--- src/rtl/int_controller.sv ---
// ---------------------------------------------------------------------------
// int_controller
// Prioritised interrupt controller for NUM_CH sources. Each channel is either
// edge- or level-sensitive (MODE), can be masked (MASK), and holds a pending
// bit that software can clear with write-1-to-clear (PENDING). The lowest
// numbered pending and unmasked channel is presented to the CPU as a vector
// through a three-state handshake: IDLE -> REQ (int_rq high) -> SERVICE.
//
// Optional build macro: INT_CTRL_SYNC_EN
//   defined   : irq_in passes a two-flop synchroniser before edge detection
//               (request latency grows by two clocks).
//   undefined : irq_in is used directly and must be synchronous to clk.
// ---------------------------------------------------------------------------
module int_controller #(
    parameter int NUM_CH = 8,
    parameter int VEC_W  = 4
) (
    input  logic              clk,
    input  logic              reset,
    input  logic [NUM_CH-1:0] irq_in,
    input  logic              int_inhibit,
    input  logic              int_ack,
    input  logic              int_done,
    input  logic              cfg_wren,
    input  logic [1:0]        cfg_addr,
    input  logic [15:0]       cfg_wdata,
    output logic [15:0]       cfg_rdata,
    output logic              int_rq,
    output logic [VEC_W-1:0]  int_addr
);

    // Register map
    localparam logic [1:0] ADDR_MASK    = 2'd0;
    localparam logic [1:0] ADDR_MODE    = 2'd1;
    localparam logic [1:0] ADDR_PENDING = 2'd2;
    localparam logic [1:0] ADDR_STATUS  = 2'd3;

    typedef enum logic [1:0] {
        ST_IDLE    = 2'd0,
        ST_REQ     = 2'd1,
        ST_SERVICE = 2'd2
    } state_t;

    // Lowest set index of a channel vector; channel 0 has the highest priority.
    function automatic logic [VEC_W-1:0] lowest_index(input logic [NUM_CH-1:0] vec);
        logic [VEC_W-1:0] idx;
        idx = '0;
        for (int i = NUM_CH - 1; i >= 0; i--) begin
            if (vec[i]) begin
                idx = VEC_W'(i);
            end else begin
                idx = idx;
            end
        end
        return idx;
    endfunction

    // -----------------------------------------------------------------------
    // State
    // -----------------------------------------------------------------------
    state_t              r_state;
    logic                r_int_rq;
    logic [VEC_W-1:0]    r_int_addr;
    logic [NUM_CH-1:0]   r_mask;
    logic [NUM_CH-1:0]   r_mode;
    logic [NUM_CH-1:0]   r_pending;
    logic [NUM_CH-1:0]   r_irq_prev;

    logic [NUM_CH-1:0]   w_irq_s;
    logic [NUM_CH-1:0]   w_edge;
    logic [NUM_CH-1:0]   w_w1c_clr;
    logic [NUM_CH-1:0]   w_ack_clr;
    logic [NUM_CH-1:0]   w_pending_next;
    logic [NUM_CH-1:0]   w_cand;
    logic [VEC_W-1:0]    w_winner;
    logic [15:0]         w_rdata;
    logic                w_wr_mask;
    logic                w_wr_mode;
    logic                w_wr_pending;

`ifdef INT_CTRL_SYNC_EN
    logic [NUM_CH-1:0]   r_sync1;
    logic [NUM_CH-1:0]   r_sync2;

    // Two-flop synchroniser for asynchronous interrupt sources
    always_ff @(posedge clk or posedge reset) begin
        if (reset) begin
            r_sync1 <= '0;
            r_sync2 <= '0;
        end else begin
            r_sync1 <= irq_in;
            r_sync2 <= r_sync1;
        end
    end

    assign w_irq_s = r_sync2;
`else
    assign w_irq_s = irq_in;
`endif

    // Previous sample of the sources. Resetting to ones means a source that is
    // already high when reset is released is not mistaken for a new edge.
    always_ff @(posedge clk or posedge reset) begin
        if (reset) begin
            r_irq_prev <= '1;
        end else begin
            r_irq_prev <= w_irq_s;
        end
    end

    assign w_edge       = w_irq_s & ~r_irq_prev;
    assign w_wr_mask    = cfg_wren && (cfg_addr == ADDR_MASK);
    assign w_wr_mode    = cfg_wren && (cfg_addr == ADDR_MODE);
    assign w_wr_pending = cfg_wren && (cfg_addr == ADDR_PENDING);
    assign w_w1c_clr    = w_wr_pending ? cfg_wdata[NUM_CH-1:0] : '0;

    // One-hot clear of the channel being acknowledged by the CPU
    always_comb begin
        w_ack_clr = '0;
        if ((r_state == ST_REQ) && int_ack) begin
            for (int i = 0; i < NUM_CH; i++) begin
                if (VEC_W'(i) == r_int_addr) begin
                    w_ack_clr[i] = 1'b1;
                end else begin
                    w_ack_clr[i] = 1'b0;
                end
            end
        end else begin
            w_ack_clr = '0;
        end
    end

    // Level channels follow the source; edge channels set on a rising edge
    // (a set always beats a W1C or acknowledge clear on the same edge).
    assign w_pending_next = (r_mode & w_irq_s)
                          | (~r_mode & (w_edge | (r_pending & ~(w_w1c_clr | w_ack_clr))));

    assign w_cand   = r_pending & r_mask;
    assign w_winner = lowest_index(w_cand);

    // Configuration registers and pending flags
    always_ff @(posedge clk or posedge reset) begin
        if (reset) begin
            r_mask    <= '0;
            r_mode    <= '0;
            r_pending <= '0;
        end else begin
            r_pending <= w_pending_next;
            if (w_wr_mask) begin
                r_mask <= cfg_wdata[NUM_CH-1:0];
            end else begin
                r_mask <= r_mask;
            end
            if (w_wr_mode) begin
                r_mode <= cfg_wdata[NUM_CH-1:0];
            end else begin
                r_mode <= r_mode;
            end
        end
    end

    // Request handshake FSM; int_rq and int_addr are held stable while in REQ
    always_ff @(posedge clk or posedge reset) begin
        if (reset) begin
            r_state    <= ST_IDLE;
            r_int_rq   <= 1'b0;
            r_int_addr <= '0;
        end else begin
            case (r_state)
                ST_IDLE: begin
                    if ((|w_cand) && !int_inhibit) begin
                        r_state    <= ST_REQ;
                        r_int_rq   <= 1'b1;
                        r_int_addr <= w_winner;
                    end else begin
                        r_state    <= ST_IDLE;
                        r_int_rq   <= 1'b0;
                    end
                end
                ST_REQ: begin
                    if (int_ack) begin
                        r_state  <= ST_SERVICE;
                        r_int_rq <= 1'b0;
                    end else begin
                        r_state  <= ST_REQ;
                        r_int_rq <= 1'b1;
                    end
                end
                ST_SERVICE: begin
                    r_int_rq <= 1'b0;
                    if (int_done) begin
                        r_state <= ST_IDLE;
                    end else begin
                        r_state <= ST_SERVICE;
                    end
                end
                default: begin
                    r_state  <= ST_IDLE;
                    r_int_rq <= 1'b0;
                end
            endcase
        end
    end

    // Combinational register read-back; unused bits read as zero
    always_comb begin
        w_rdata = 16'd0;
        case (cfg_addr)
            ADDR_MASK:    w_rdata[NUM_CH-1:0] = r_mask;
            ADDR_MODE:    w_rdata[NUM_CH-1:0] = r_mode;
            ADDR_PENDING: w_rdata[NUM_CH-1:0] = r_pending;
            ADDR_STATUS: begin
                w_rdata[0]           = (r_state == ST_SERVICE);
                w_rdata[1]           = (r_state == ST_REQ);
                w_rdata[VEC_W+3:4]   = r_int_addr;
            end
            default:      w_rdata = 16'd0;
        endcase
    end

    assign cfg_rdata = w_rdata;
    assign int_rq    = r_int_rq;
    assign int_addr  = r_int_addr;

endmodule

--- config.mk ---
export PLATFORM = sky130hd
export DESIGN_NAME = int_controller
export DESIGN_NICKNAME = d
export VERILOG_FILES = /design/src/rtl/int_controller.sv
export SDC_FILE = /design/constraint.sdc
export NUM_CORES = 1
export LEC_CHECK = 0
export BUFFER_PORTS_ARGS = -buffer_cell sky130_fd_sc_hd__buf_2
export CAP_MARGIN = 5
export CORE_ASPECT_RATIO = 1.25
export CORE_MARGIN = 2
export CORE_UTILIZATION = 46
export CTS_BUF_LIST = sky130_fd_sc_hd__clkbuf_8 sky130_fd_sc_hd__clkbuf_16
export CTS_CLUSTER_SIZE = 25
export DETAILED_ROUTE_END_ITERATION = 12
export PLACE_DENSITY_LB_ADDON = 0.25
export SYNTH_ARGS = -nofsm -noshare
export SYNTH_HDL_FRONTEND = slang
export SYNTH_SLANG_ARGS = --single-unit
export TNS_END_PERCENT = 50
--- constraint.sdc ---
create_clock -name clk -period 1.5 [get_ports clk]
set_clock_uncertainty 0.1 [all_clocks]
set_input_delay 0.15 -clock clk [delete_from_list [all_inputs] [get_ports clk]]
set_output_delay 0.15 -clock clk [all_outputs]
set_load 0.005 [all_outputs]
==> results_dict.tcl <==
set metrics [dict create \
    outcome "complete, but fails checks" \
    violations "negative setup slack" \
    h-tree-depth 2 \
    cts_tree "done" \
    leakage_uw 0.001265 \
    finalCritPeriodShare_pct 119.5 \
    syn_area_sq_mm 0.001902 \
    drtIter0Drc 72 \
    buffer_ports.inserted 35 \
    path_class "reg2out" \
    dieWidth_microns 61.51 \
    overflow 0 \
    fmax_mhz 557.7 \
    multi_input_area_sq_um 889.6 \
    cp.required_ps 1250 \
    grt_pass1_vias 1731 \
    maxCapViolCount 0 \
    clockRootBuffer "clkbuf_8" \
    dieHeight_microns 75.89 \
    syn_area_per_cell_sq_um 11.60 \
    seq_area_sq_um 963.4 \
    final_cells 308 \
    hold_ws_ps 10.14 \
    vdd_ir_drop_max_mv 0.6443 \
    grt_max_degree 39 \
    arrival_ps 1540 \
    grt_util_all_layers_pct 23.08 \
    cts_buffers 5 \
    gp_congestion 0.8042 \
    yosysTopAreaCellShare_pct 39.47 \
    yosysTopAreaCell "dfrtp_1" \
    power_density_mw_per_mm2 1365 \
    min_period_ps 1793 \
    rsz0062_at_grt "yes" \
    end_kind "output pin" \
    hold_viol 0 \
    synth.area.top_cells "dfrtp_1, dfstp_2, mux2_2, mux4_2, nand2_1" \
    viasPerCell 5.286 \
    insertion_delay_ps 300 \
    grt_pass1_wl_mm 7.728 \
    slew_viol_final 0 \
    antenna_left 0 \
    ys_warn_count 0 \
    diodes 0 \
    wl_per_cell_microns 15.77 \
    vias 1628 \
    clock_sinks 38 \
    drc 0 \
    finalNetCount 283 \
    ys_ff_latch 38 \
    drt-pass1-iter-count 4 \
    final-setup-viol-count 10 \
    syn_inst 164 \
    routed_wl_mm 4.857 \
    seq_area_frac_synth_pct 50.53 \
    synth_cell_types 35 \
    cts_buffer_depth 2 \
    worstSetupStartpointType "flop" \
    path_clk_slew_ps 80 \
    core_sq_mm 0.004034 \
    setup_slack_ps -293.2 \
    pre_cts_ws_ps -55.70 \
    fillers 340 \
    placed_cells 277 \
    hpwl_mm 3.304 \
    min_path_type "in2reg" \
    rows 26 \
    cp_max_fo 2 \
    antenna_found_initial 0 \
    start_util_pct 47.15 \
    area_growth_syn_to_layout_pct 39.54 \
    drive_above_1_share_pct 48.81 \
    dieArea_sq_mm 0.004668 \
    final_util_pct 65.79 \
    io_pins 53 \
]
## worst paths after layout
kind	from	end	slack, ps	cells past startpoint
setup / recovery	r_state[1]	cfg_rdata[0]	-290	4
hold / removal	cfg_wdata[6]	r_mode[6]	10	2
setup reg to reg	r_state[1]	r_pending[5]	-120	5
hold reg to reg	r_mode[5]	r_mode[5]	440	1
max in group asynchronous	reset	r_irq_prev[2]	520	4
min in group asynchronous	reset	r_pending[0]	410	4
## routing by layer
metal	wire, microns	GRT usage, %
met2	2502	39.18
met5	0	0
met4	118	10.17
met3	177	4.584
met1	2058	28.05
## logic make-up (layout without fill, tap and decap cells)
logic type | count (synthesis) | after routing | share of synthesized area (%)
other | 1 | 9 | 0.1972
AO/OA/AOI/OAI | 36 | 36 | 13.49
flip-flops | 38 | 38 | 50.53
AND/OR/NAND/NOR | 41 | 41 | 11.78
buffers and inverters | 23 | 103 | 6.447
multiplexers | 25 | 25 | 17.57
## per-stage QoR
step / area [sq um] / TNS (ps) / total power, uW
2_1_floorplan: 1932 / 0 / 2031
3_3_place_gp: 2291 / -69.04 / 2529
3_5_place_dp: 2291 / -216.8 / 2582
4_1_cts: 2606 / -1324 / 3508
5_1_grt: 2654 / -1924 / 3832
6_report: 2654 / -1315 / 3622
## registers in the layout, summed over array words and instances, names as in the netlist
register / flops
r_irq_prev: 8
r_mask: 8
r_mode: 8
r_pending: 8
int_addr: 3
r_state: 2
int_rq: 1
## critical path, cell delays in order (launching register included)
cell     delay, ps
dfrtp_1        390
buf_6          120
and2b_1        150
mux4_2         450
buf_2          140
## cell usage after synthesis
master	number
a211o_1	1
a21boi_0	6
a21oi_1	4
a221o_1	1
a22oi_1	4
a32o_1	1
a32oi_1	1
a41o_1	6
and2b_1	2
buf_2	2
buf_4	9
clkbuf_1	1
conb_1	1
dfrtp_1	30
dfstp_2	8
inv_1	11
mux2_2	17
mux2i_1	3
mux4_2	5
nand2_1	19
nand2b_1	1
nand3_1	2
nand3_2	1
nand3b_1	3
nand3b_2	1
nand4_1	1
nor2_1	4
nor2b_1	1
nor3_1	1
nor3b_2	1
o21ai_0	10
o21ai_1	1
o2bb2ai_1	1
or2b_1	2
or3b_1	2
## area by class of cell
cell class                      instances  area share [%]
Clock buffer                            6           3.112
Clock inverter                          2          0.3300
Inverter                               11           1.556
Timing Repair Buffer                   84           22.54
Sequential cell                        38           36.30
Multi-Input combinational cell        111           33.52
Tap cell                               56           2.640
## where the power goes
| part | internal, uW | switching, uW | total, uW |
|---|---|---|---|
| Clock | 364 | 361 | 725 |
| Combinational | 832 | 600 | 1430 |
| Sequential | 1260 | 208 | 1460 |
## layout by cell type (no fill, tap or decap), types with 2 or more instances in the layout
cell / instances
dfrtp_2: 2
or2b_1: 2
dlygate4sd3_1: 10
mux4_2: 5
inv_1: 12
clkbuf_8: 6
a22oi_1: 2
a41o_1: 6
buf_2: 35
a21boi_0: 6
nor2_1: 3
or3b_1: 2
o21ai_0: 9
buf_4: 31
nand2_1: 18
dfrtp_1: 28
buf_6: 8
a21oi_1: 4
conb_1: 9
nand3b_1: 3
nand3_1: 2
mux2i_1: 3
dfstp_2: 8
mux2_2: 16
a22oi_2: 2
## what timing repair did
action,CTS,global route
hold buffers,10,0
endpoints found under the hold margin,39,0
pin swaps,4,7
endpoints found under the setup margin,11,15
gates resized for setup,14,8
buffers inserted,10,4
(Power assumes the default switching activity.)
